===== src/rtl/seg7_write_arbiter.sv =====
// Round-robin arbiter sharing the 7-segment display among four requesters.
// Each update is two atomic byte writes on the shared bus (low byte, then high byte).
module seg7_write_arbiter #(
    parameter logic [7:0]  SEG7_BASE_ADDR = 8'hD0,
    parameter logic [15:0] MIN_HOLD       = 16'd1000
) (
    input  logic        CLK,
    input  logic        RESET,
    input  logic [3:0]  REQ,
    input  logic [63:0] REQ_VALUE,
    output logic [3:0]  ACK,
    output logic        BUS_REQ,
    input  logic        BUS_GNT,
    output logic [7:0]  BUS_ADDR,
    output logic [7:0]  BUS_DATA,
    output logic        BUS_WE,
    output logic        BUSY,
    output logic [1:0]  LAST_SRC,
    output logic [2:0]  DBG_STATE
);

    typedef enum logic [2:0] {
        IDLE     = 3'd0,
        WAIT_GNT = 3'd1,
        WR_LO    = 3'd2,
        WR_HI    = 3'd3,
        DONE     = 3'd4
    } state_t;

    state_t      state_q, state_d;
    logic [15:0] hold_q, hold_d;
    logic [15:0] value_q, value_d;
    logic [1:0]  src_q, src_d;
    logic [1:0]  last_q, last_d;

    logic [3:0]  ack_q, ack_d;
    logic        bus_req_q, bus_req_d;
    logic [7:0]  addr_q, addr_d;
    logic [7:0]  data_q, data_d;
    logic        we_q, we_d;
    logic        busy_q, busy_d;

    logic [1:0]  win_c;
    logic        found_c;

    // Search starts just after the last winner, so the previous winner is checked last.
    always_comb begin : pick
        found_c = 1'b0;
        win_c   = last_q + 2'd1;
        for (int k = 1; k <= 4; k++) begin
            if (!found_c && REQ[last_q + 2'(k)]) begin
                found_c = 1'b1;
                win_c   = last_q + 2'(k);
            end
        end
    end

    always_comb begin : fsm_next
        state_d = state_q;
        value_d = value_q;
        src_d   = src_q;
        last_d  = last_q;
        hold_d  = (hold_q != 16'd0) ? hold_q - 16'd1 : hold_q;
        case (state_q)
            IDLE: begin
                if (hold_q == 16'd0 && found_c) begin
                    state_d = WAIT_GNT;
                    value_d = REQ_VALUE[{win_c, 4'd0} +: 16];
                    src_d   = win_c;
                end
            end
            WAIT_GNT: begin
                if (BUS_GNT) state_d = WR_LO;
            end
            // Once writing has started the sequence always runs to completion.
            WR_LO: state_d = WR_HI;
            WR_HI: begin
                state_d = DONE;
                last_d  = src_q;
            end
            DONE: begin
                state_d = IDLE;
                hold_d  = MIN_HOLD;
            end
            default: state_d = IDLE;
        endcase
    end

    // Outputs are decoded from the next state so they are all plain registers.
    always_comb begin : out_next
        ack_d     = 4'd0;
        bus_req_d = 1'b0;
        addr_d    = 8'd0;
        data_d    = 8'd0;
        we_d      = 1'b0;
        busy_d    = (state_d != IDLE);
        case (state_d)
            WAIT_GNT: bus_req_d = 1'b1;
            WR_LO: begin
                bus_req_d = 1'b1;
                we_d      = 1'b1;
                addr_d    = SEG7_BASE_ADDR;
                data_d    = value_d[7:0];
            end
            WR_HI: begin
                bus_req_d = 1'b1;
                we_d      = 1'b1;
                addr_d    = SEG7_BASE_ADDR + 8'd1;
                data_d    = value_d[15:8];
            end
            DONE: ack_d = 4'b0001 << src_d;
            default: ;
        endcase
    end

    always_ff @(posedge CLK) begin
        if (RESET) begin
            state_q   <= IDLE;
            hold_q    <= 16'd0;
            value_q   <= 16'd0;
            src_q     <= 2'd0;
            last_q    <= 2'd3;
            ack_q     <= 4'd0;
            bus_req_q <= 1'b0;
            addr_q    <= 8'd0;
            data_q    <= 8'd0;
            we_q      <= 1'b0;
            busy_q    <= 1'b0;
        end else begin
            state_q   <= state_d;
            hold_q    <= hold_d;
            value_q   <= value_d;
            src_q     <= src_d;
            last_q    <= last_d;
            ack_q     <= ack_d;
            bus_req_q <= bus_req_d;
            addr_q    <= addr_d;
            data_q    <= data_d;
            we_q      <= we_d;
            busy_q    <= busy_d;
        end
    end

    assign ACK       = ack_q;
    assign BUS_REQ   = bus_req_q;
    assign BUS_ADDR  = addr_q;
    assign BUS_DATA  = data_q;
    assign BUS_WE    = we_q;
    assign BUSY      = busy_q;
    assign LAST_SRC  = last_q;
    assign DBG_STATE = state_q;

endmodule

===== config.mk =====
export PLATFORM = sky130hd
export DESIGN_NAME = seg7_write_arbiter
export DESIGN_NICKNAME = d
export VERILOG_FILES = /design/src/rtl/seg7_write_arbiter.sv
export SDC_FILE = /design/constraint.sdc
export NUM_CORES = 1
export LEC_CHECK = 0
export ABC_CLOCK_PERIOD_IN_PS = 4900
export CORE_MARGIN = 8
export CORE_UTILIZATION = 35
export CTS_CLUSTER_SIZE = 10
export DETAILED_ROUTE_END_ITERATION = 7
export PLACE_DENSITY = 0.67
export SLEW_MARGIN = 25
export SYNTH_ARGS = -nofsm -noshare
export SYNTH_HDL_FRONTEND = slang
export SYNTH_SLANG_ARGS = --single-unit

===== constraint.sdc =====
create_clock -name CLK -period 4.9 [get_ports CLK]
set_input_delay 1.225 -clock CLK [delete_from_list [all_inputs] [get_ports CLK]]
set_output_delay 1.225 -clock CLK [all_outputs]
set_load 0.1 [all_outputs]

After elaboration in Yosys (flattened, before gate mapping)
Cells that the tools add are included.
- equality and inequality tests: 8
- bitwise logic cells: 1
- mux-type cells: 28
- shift operators: 2
- multipliers: 0
- reduce and logical (&&, ||, !) cells: 16
- add/subtract/negate cells: 4
- magnitude comparators: 4
- divide/modulo/power cells: 0
- operators by type and width (kind ; count):
    $shiftx 64x7->16 ; 1
    $mux 16 ; 2
    $pmux 8 s2 ; 2
    $mux 10 ; 2
    $logic_not 16->1 ; 1
    $reduce_bool 16->1 ; 1
    $sub 16x1->16 const B ; 1
    $eq 3x2->1 const B ; 4
    $lt 2x3->1 const B ; 4
    $pmux 3 s4 ; 1
    $mux 1 ; 10
    $mux 2 ; 5
    $bmux 1 s2 ; 4
    $eq 3x1->1 const B ; 2
    $eq 3x3->1 const B ; 2
    $mux 3 ; 2
    $reduce_or 2->1 ; 3
    $add 2x2->2 const B ; 2
    $logic_and 1x1->1 ; 4
    $shl 1x2->4 const A ; 1
    $logic_not 1->1 ; 3
    $logic_not 3->1 ; 1
    $reduce_bool 3->1 ; 1
    $reduce_or 3->1 ; 1
    3 further kinds ; 3
- input bits: 71
- memory bits (read-only): 0
- RAM bits: 0
- output and inout bits: 28
- bits in latches: 0
- register bits after elaboration: 62
- logic and storage cells: 75
- memories kept: 0

Depth between registers and ports, before layout
- depth in word-level cells: 19
- mapped depth: 9
- depth with buffers taken out: 7

Least setup slack after synthesis
OpenSTA, ideal clock, no wires.
- path kind: in2reg
- start point: in REQ[2]
- end point: reg value_q[7]
- setup time: 0.126 ns
- stages on the path: 6
- path slack: 2.183 ns
- arrival time: 2.591 ns
- required time: 4.774 ns
- path buffers: 2
- path through: a211oi_1 -> a221o_1 -> buf_2 -> buf_1 -> mux2i_1 -> o221ai_2
- cells in the longest elaborated chain, start to end: 15
- elaborated cells between the ends (all ways): 25
- classes of those cells: shift: 1; mux: 17; reduce/logical: 7
- RTL lines (item ; line ; RTL):
    start: declaration ; 9 ; input logic [3:0] REQ,
    $bmux 1 s2 ; 51 ; if (!found_c && REQ[last_q + 2'(k)]) begin
    $mux 1 (not written as such) ; 51 ;
    $mux 1 ; 51 ;
    $logic_not 1->1 ; 51 ;
    $logic_and 1x1->1 ; 51 ;
    $mux 1 ; 51 ;
    $logic_not 1->1 ; 51 ;
    $logic_and 1x1->1 ; 51 ;
    $mux 1 ; 51 ;
    $logic_not 1->1 ; 51 ;
    $logic_and 1x1->1 ; 51 ;
    $mux 2 / $mux 1 (equally long branches) ; 51 ;
    $shiftx 64x7->16 / $logic_and 1x1->1 (equally long branches) ; 68, 66 ;
    $mux 16 * ; 66 ; if (hold_q == 16'd0 && found_c) begin
    $mux 16 * ; 64 ; case (state_q)
    end signal: assignment ; 132 ; value_q <= value_d;
    end: declaration ; 32 ; logic [15:0] value_q, value_d;
Mark *: on every way between the ends. The rest lies on a longest branch, timed or not. The select of a mux whose other input is x is not followed.
A chain may end at the register's enable or synchronous reset.

Final worst setup path
- start point: in REQ[3]
- end point: reg value_q[9]
The elaborated chain is that of the path after synthesis.

==> impl_summary.log <==
INFO  metric status = finished clean
INFO  metric r2r_end = LAST_SRC[1]$_SDFFE_PP1P_
INFO  metric worstSetupEndpointType = register
INFO  metric final.period_utilization = 66.9%
INFO  metric post_synth_xor_area_fraction = under 10%
INFO  metric coreArea = 8010 sq um
INFO  metric max_cap_viols = 0
INFO  metric netlist_instances = 294
INFO  metric synthToLayoutAreaGrowth = 37.7%
INFO  metric cts_root_buf = clkbuf_8
INFO  metric combinational_family_with_the_most_area_after_synthesis = simple AND/OR/NAND/NOR gates
INFO  metric slew-limit-headroom = roughly a third
INFO  metric final.setup_skew = a little over 0.008 ns
INFO  metric setup.worst_path.start_class = primary input
INFO  metric holdPathStages = 2
INFO  metric total_of_cells_resized_after_clock_tree_synthesis = 0
INFO  metric fp-row-count = 33
INFO  metric synth.cell_area = 2830 sq um
INFO  metric ys_top_cells_by_count = 56 x dfxtp_1, 40 x mux2i_1, 23 x a21oi_1, 21 x nor2_1, 15 x nand3_1
INFO  metric post_synth_and_or_nand_nor_area_fraction = 18.8%
INFO  metric drtPass1Iterations = 6
INFO  metric dominantRegCellSynth = dfxtp_1
INFO  metric vdd_ir_drop_max = 171 uV
INFO  metric fill_cells = 784
INFO  metric via_per_inst = 5.06
INFO  metric finalHoldViolCount = 0
INFO  metric grt_antenna_before_repair = 0
INFO  metric drive_gt1_share = 7.39%
INFO  metric postCtsHoldBufs = 0
INFO  metric total_number_of_h_tree_levels = 2
INFO  metric routed_wl = 7.51 mm
INFO  metric floorplan.die.width = 106 um
INFO  metric path_max_fanout = 22
INFO  metric worst_hold_slack = 0.509 ns
INFO  metric place.gp.congestion = 0.787
INFO  metric worst_hold_startpoint = src_q[1]$_SDFF_PP0_
INFO  metric critical_path_arrival = 3.49 ns
INFO  metric worstMarginPinSlew = 1.02 ns
INFO  metric initialDrtViolationCount = 72
INFO  metric ffs_latches_synth = 56
INFO  metric initial_core_util = 35.3%
INFO  metric yosys.cell_count.top_type = dfxtp_1
INFO  metric grt_setup_unrepaired = no
INFO  metric report.final.setup_viol = 0
INFO  metric reg2reg_slack = 2.09 ns
INFO  metric yosys-mux-area-fraction = 14.5%
INFO  metric number_of_nets_with_antenna_violations_after_routing = 0
INFO  metric via_count_of_the_first_global_routing_pass = 2448
INFO  metric synth_top_cells_by_area = dfxtp_1 40%, mux2i_1 14%, a21oi_1 4.1%
INFO  metric clkTransAtPathRegs = about 0.1 ns
INFO  metric insertion_delay = 0.31 ns
INFO  metric synth_seq_area_share = between 30% and 40%
INFO  metric dp_hpwl = 5.82 mm
INFO  metric synth_top_area_share = 39.6%
INFO  metric worst-r2r-cell-count = 7
INFO  metric worst_r2r_startpoint = hold_q[0]$_SDFFE_PP0P_
INFO  metric grt_max_degree = 23
INFO  metric required = 5.11 ns
INFO  metric placement.io_buffers = 94
INFO  metric post_synth_num_cell_types = 54
INFO  metric num_antenna_cells = 0
INFO  metric io_pins = 99
INFO  metric post_drt_wl_per_cell = 15.5 um
INFO  metric clock_path_buffers = 2
INFO  metric tritoncts = yes
INFO  metric overall_via_count_from_detail_route = 2451
INFO  metric track_usage = 13.2%
INFO  metric worst_hold_path_type = register to register
INFO  metric syn_area_per_cell = 9.63 sq um
INFO  metric finalNetCount = 453
INFO  metric die_area = 11200 sq um
INFO  metric cts_num_sinks = 56
INFO  metric globalRoute.totalOverflow = 0
INFO  metric yosys_warnings = 0
INFO  metric timing_worst_setup_path_type = primary input to register
INFO  metric synth-edff-count = 0
INFO  metric setup_tns = 0 ns
INFO  metric hold_end = ACK[3]$_SDFF_PP0_
INFO  metric final_critical_delay_including_setup_and_external_delays = 3.28 ns
INFO  metric synth_largest_area_cell = dfxtp_1
INFO  metric die_height = 106 um
INFO  metric compound_gate_fraction_of_synth_area = 16.3%
INFO  metric wire_length_of_the_first_global_routing_pass = around 12 mm
INFO  metric cts-buffers-inserted = 5
INFO  metric power.leakage = 1.59 nW
INFO  metric drt_drc_violations_left = 0
INFO  metric post_synth_fa_ha_maj_area_fraction = 0.884%
INFO  metric powerDensity = 476 nW/um^2
INFO  metric post_cts.repair.setup_buffers = 0
INFO  metric synth_async_sr_flop_share = 0%
INFO  metric max_freq = 0.305 GHz
INFO  metric fin_max_slew_vios = 0
==> where the power goes <==
part	leakage [nW]	switching (W)	internal [W]
logic	1.09	0.000551	0.000343
registers	0.455	0.000100	0.000574
clock network	0.0501	0.000141	0.000147
==> cell families (layout without fill, tap and decap cells) <==
kind of cell / after synthesis / count (layout)
and+or+nand+nor: 90 / 90
AOI/OAI and AO/OA: 63 / 63
DFF: 56 / 56
muxes: 41 / 41
buffers and inverters: 29 / 111
xor gates and xnor gates: 12 / 12
adders and majority gates: 2 / 2
other: 1 / 4
==> critical path: stages <==
cell and delay [ns]:
clkdlybuf4s50_1 0.60, nand2b_1 0.11, o2bb2ai_1 0.14, a221o_2 0.64
buf_4 0.32, mux2i_1 0.17, a221oi_1 0.28
==> routing by layer <==
| metal | global-route usage (%) | share of wire, % | vias to the layer above |
|---|---|---|---|
| met5 | 0 | 0 | - |
| met4 | 3.12 | 1.1 | 0 |
| met3 | 4.54 | 5.9 | 8 |
| met2 | 22.4 | 50 | 54 |
| met1 | 15.6 | 43 | 1144 |
| li1 | - | - | 1245 |
==> state kept, by name, summed over array words and instances, names as in the netlist <==
signal     cells
src_q          2
DBG_STATE      3
BUS_REQ        1
hold_q        16
BUSY           1
BUS_ADDR       2
BUS_WE         1
BUS_DATA       8
ACK            4
value_q       16
LAST_SRC       2
==> through the flow <==
stage / util [%] / area, sq um / total power [W] / worst slack (ns) / cells
floorplan: - / 2840 / 0.00138 / 2.18 / 297
global placement: 47.3 / 3790 / 0.00155 / 1.36 / 477
detailed placement: 47.4 / 3790 / 0.00157 / 1.32 / 477
CTS: 48.6 / 3890 / 0.00186 / 1.62 / 483
global route: 48.7 / 3900 / 0.00197 / 1.50 / 484
finish: 48.7 / 3900 / 0.00186 / 1.62 / 484
==> cells in the final DEF (no fill, tap or decap), types with 2 or more instances in the layout <==
| master | synthesis | layout |
|---|---|---|
| a211oi_1 | 2 | 2 |
| a21oi_1 | 23 | 23 |
| a221oi_1 | 2 | 2 |
| a221oi_2 | 6 | 6 |
| a31oi_1 | 2 | 2 |
| clkbuf_8 | 0 | 5 |
| clkdlybuf4s50_1 | 0 | 94 |
| conb_1 | 1 | 4 |
| dfxtp_1 | 56 | 56 |
| ha_1 | 2 | 2 |
| inv_1 | 9 | 9 |
| mux2i_1 | 40 | 40 |
| nand2_1 | 6 | 6 |
| nand2b_1 | 7 | 7 |
| nand3_1 | 15 | 15 |
| nand3b_1 | 6 | 6 |
| nand4_1 | 2 | 2 |
| nor2_1 | 21 | 21 |
| nor3_1 | 5 | 5 |
| nor4_1 | 6 | 5 |
| o21ai_0 | 10 | 10 |
| o21ai_1 | 2 | 2 |
| o221ai_1 | 7 | 7 |
| or3_1 | 7 | 7 |
| or4_1 | 2 | 2 |
| xnor2_1 | 3 | 3 |
| xor2_1 | 9 | 9 |
==> worst max path at each step <==
stage / startpoint / end
6_report: REQ[3] / value_q[9]$_SDFF_PP0_
5_1_grt: REQ[1] / value_q[11]$_SDFF_PP0_
4_1_cts: REQ[3] / value_q[9]$_SDFF_PP0_
3_5_place_dp: REQ[3] / value_q[9]$_SDFF_PP0_
3_3_place_gp: REQ[1] / value_q[9]$_SDFF_PP0_
2_1_floorplan: REQ[2] / value_q[7]$_SDFF_PP0_
==> cell type report <==
class / count / area (sq um) / share of cell area (%)
multi-input cells: 212 / 1560 / 40.0
clock inverters: 1 / 30.0 / 0.770
inverters: 9 / 33.8 / 0.866
flip-flops and latches: 56 / 1120 / 28.7
well taps: 105 / 131 / 3.37
clock buffers: 5 / 68.8 / 1.76
repair buffers: 96 / 956 / 24.5
(Power assumes the default switching activity.)
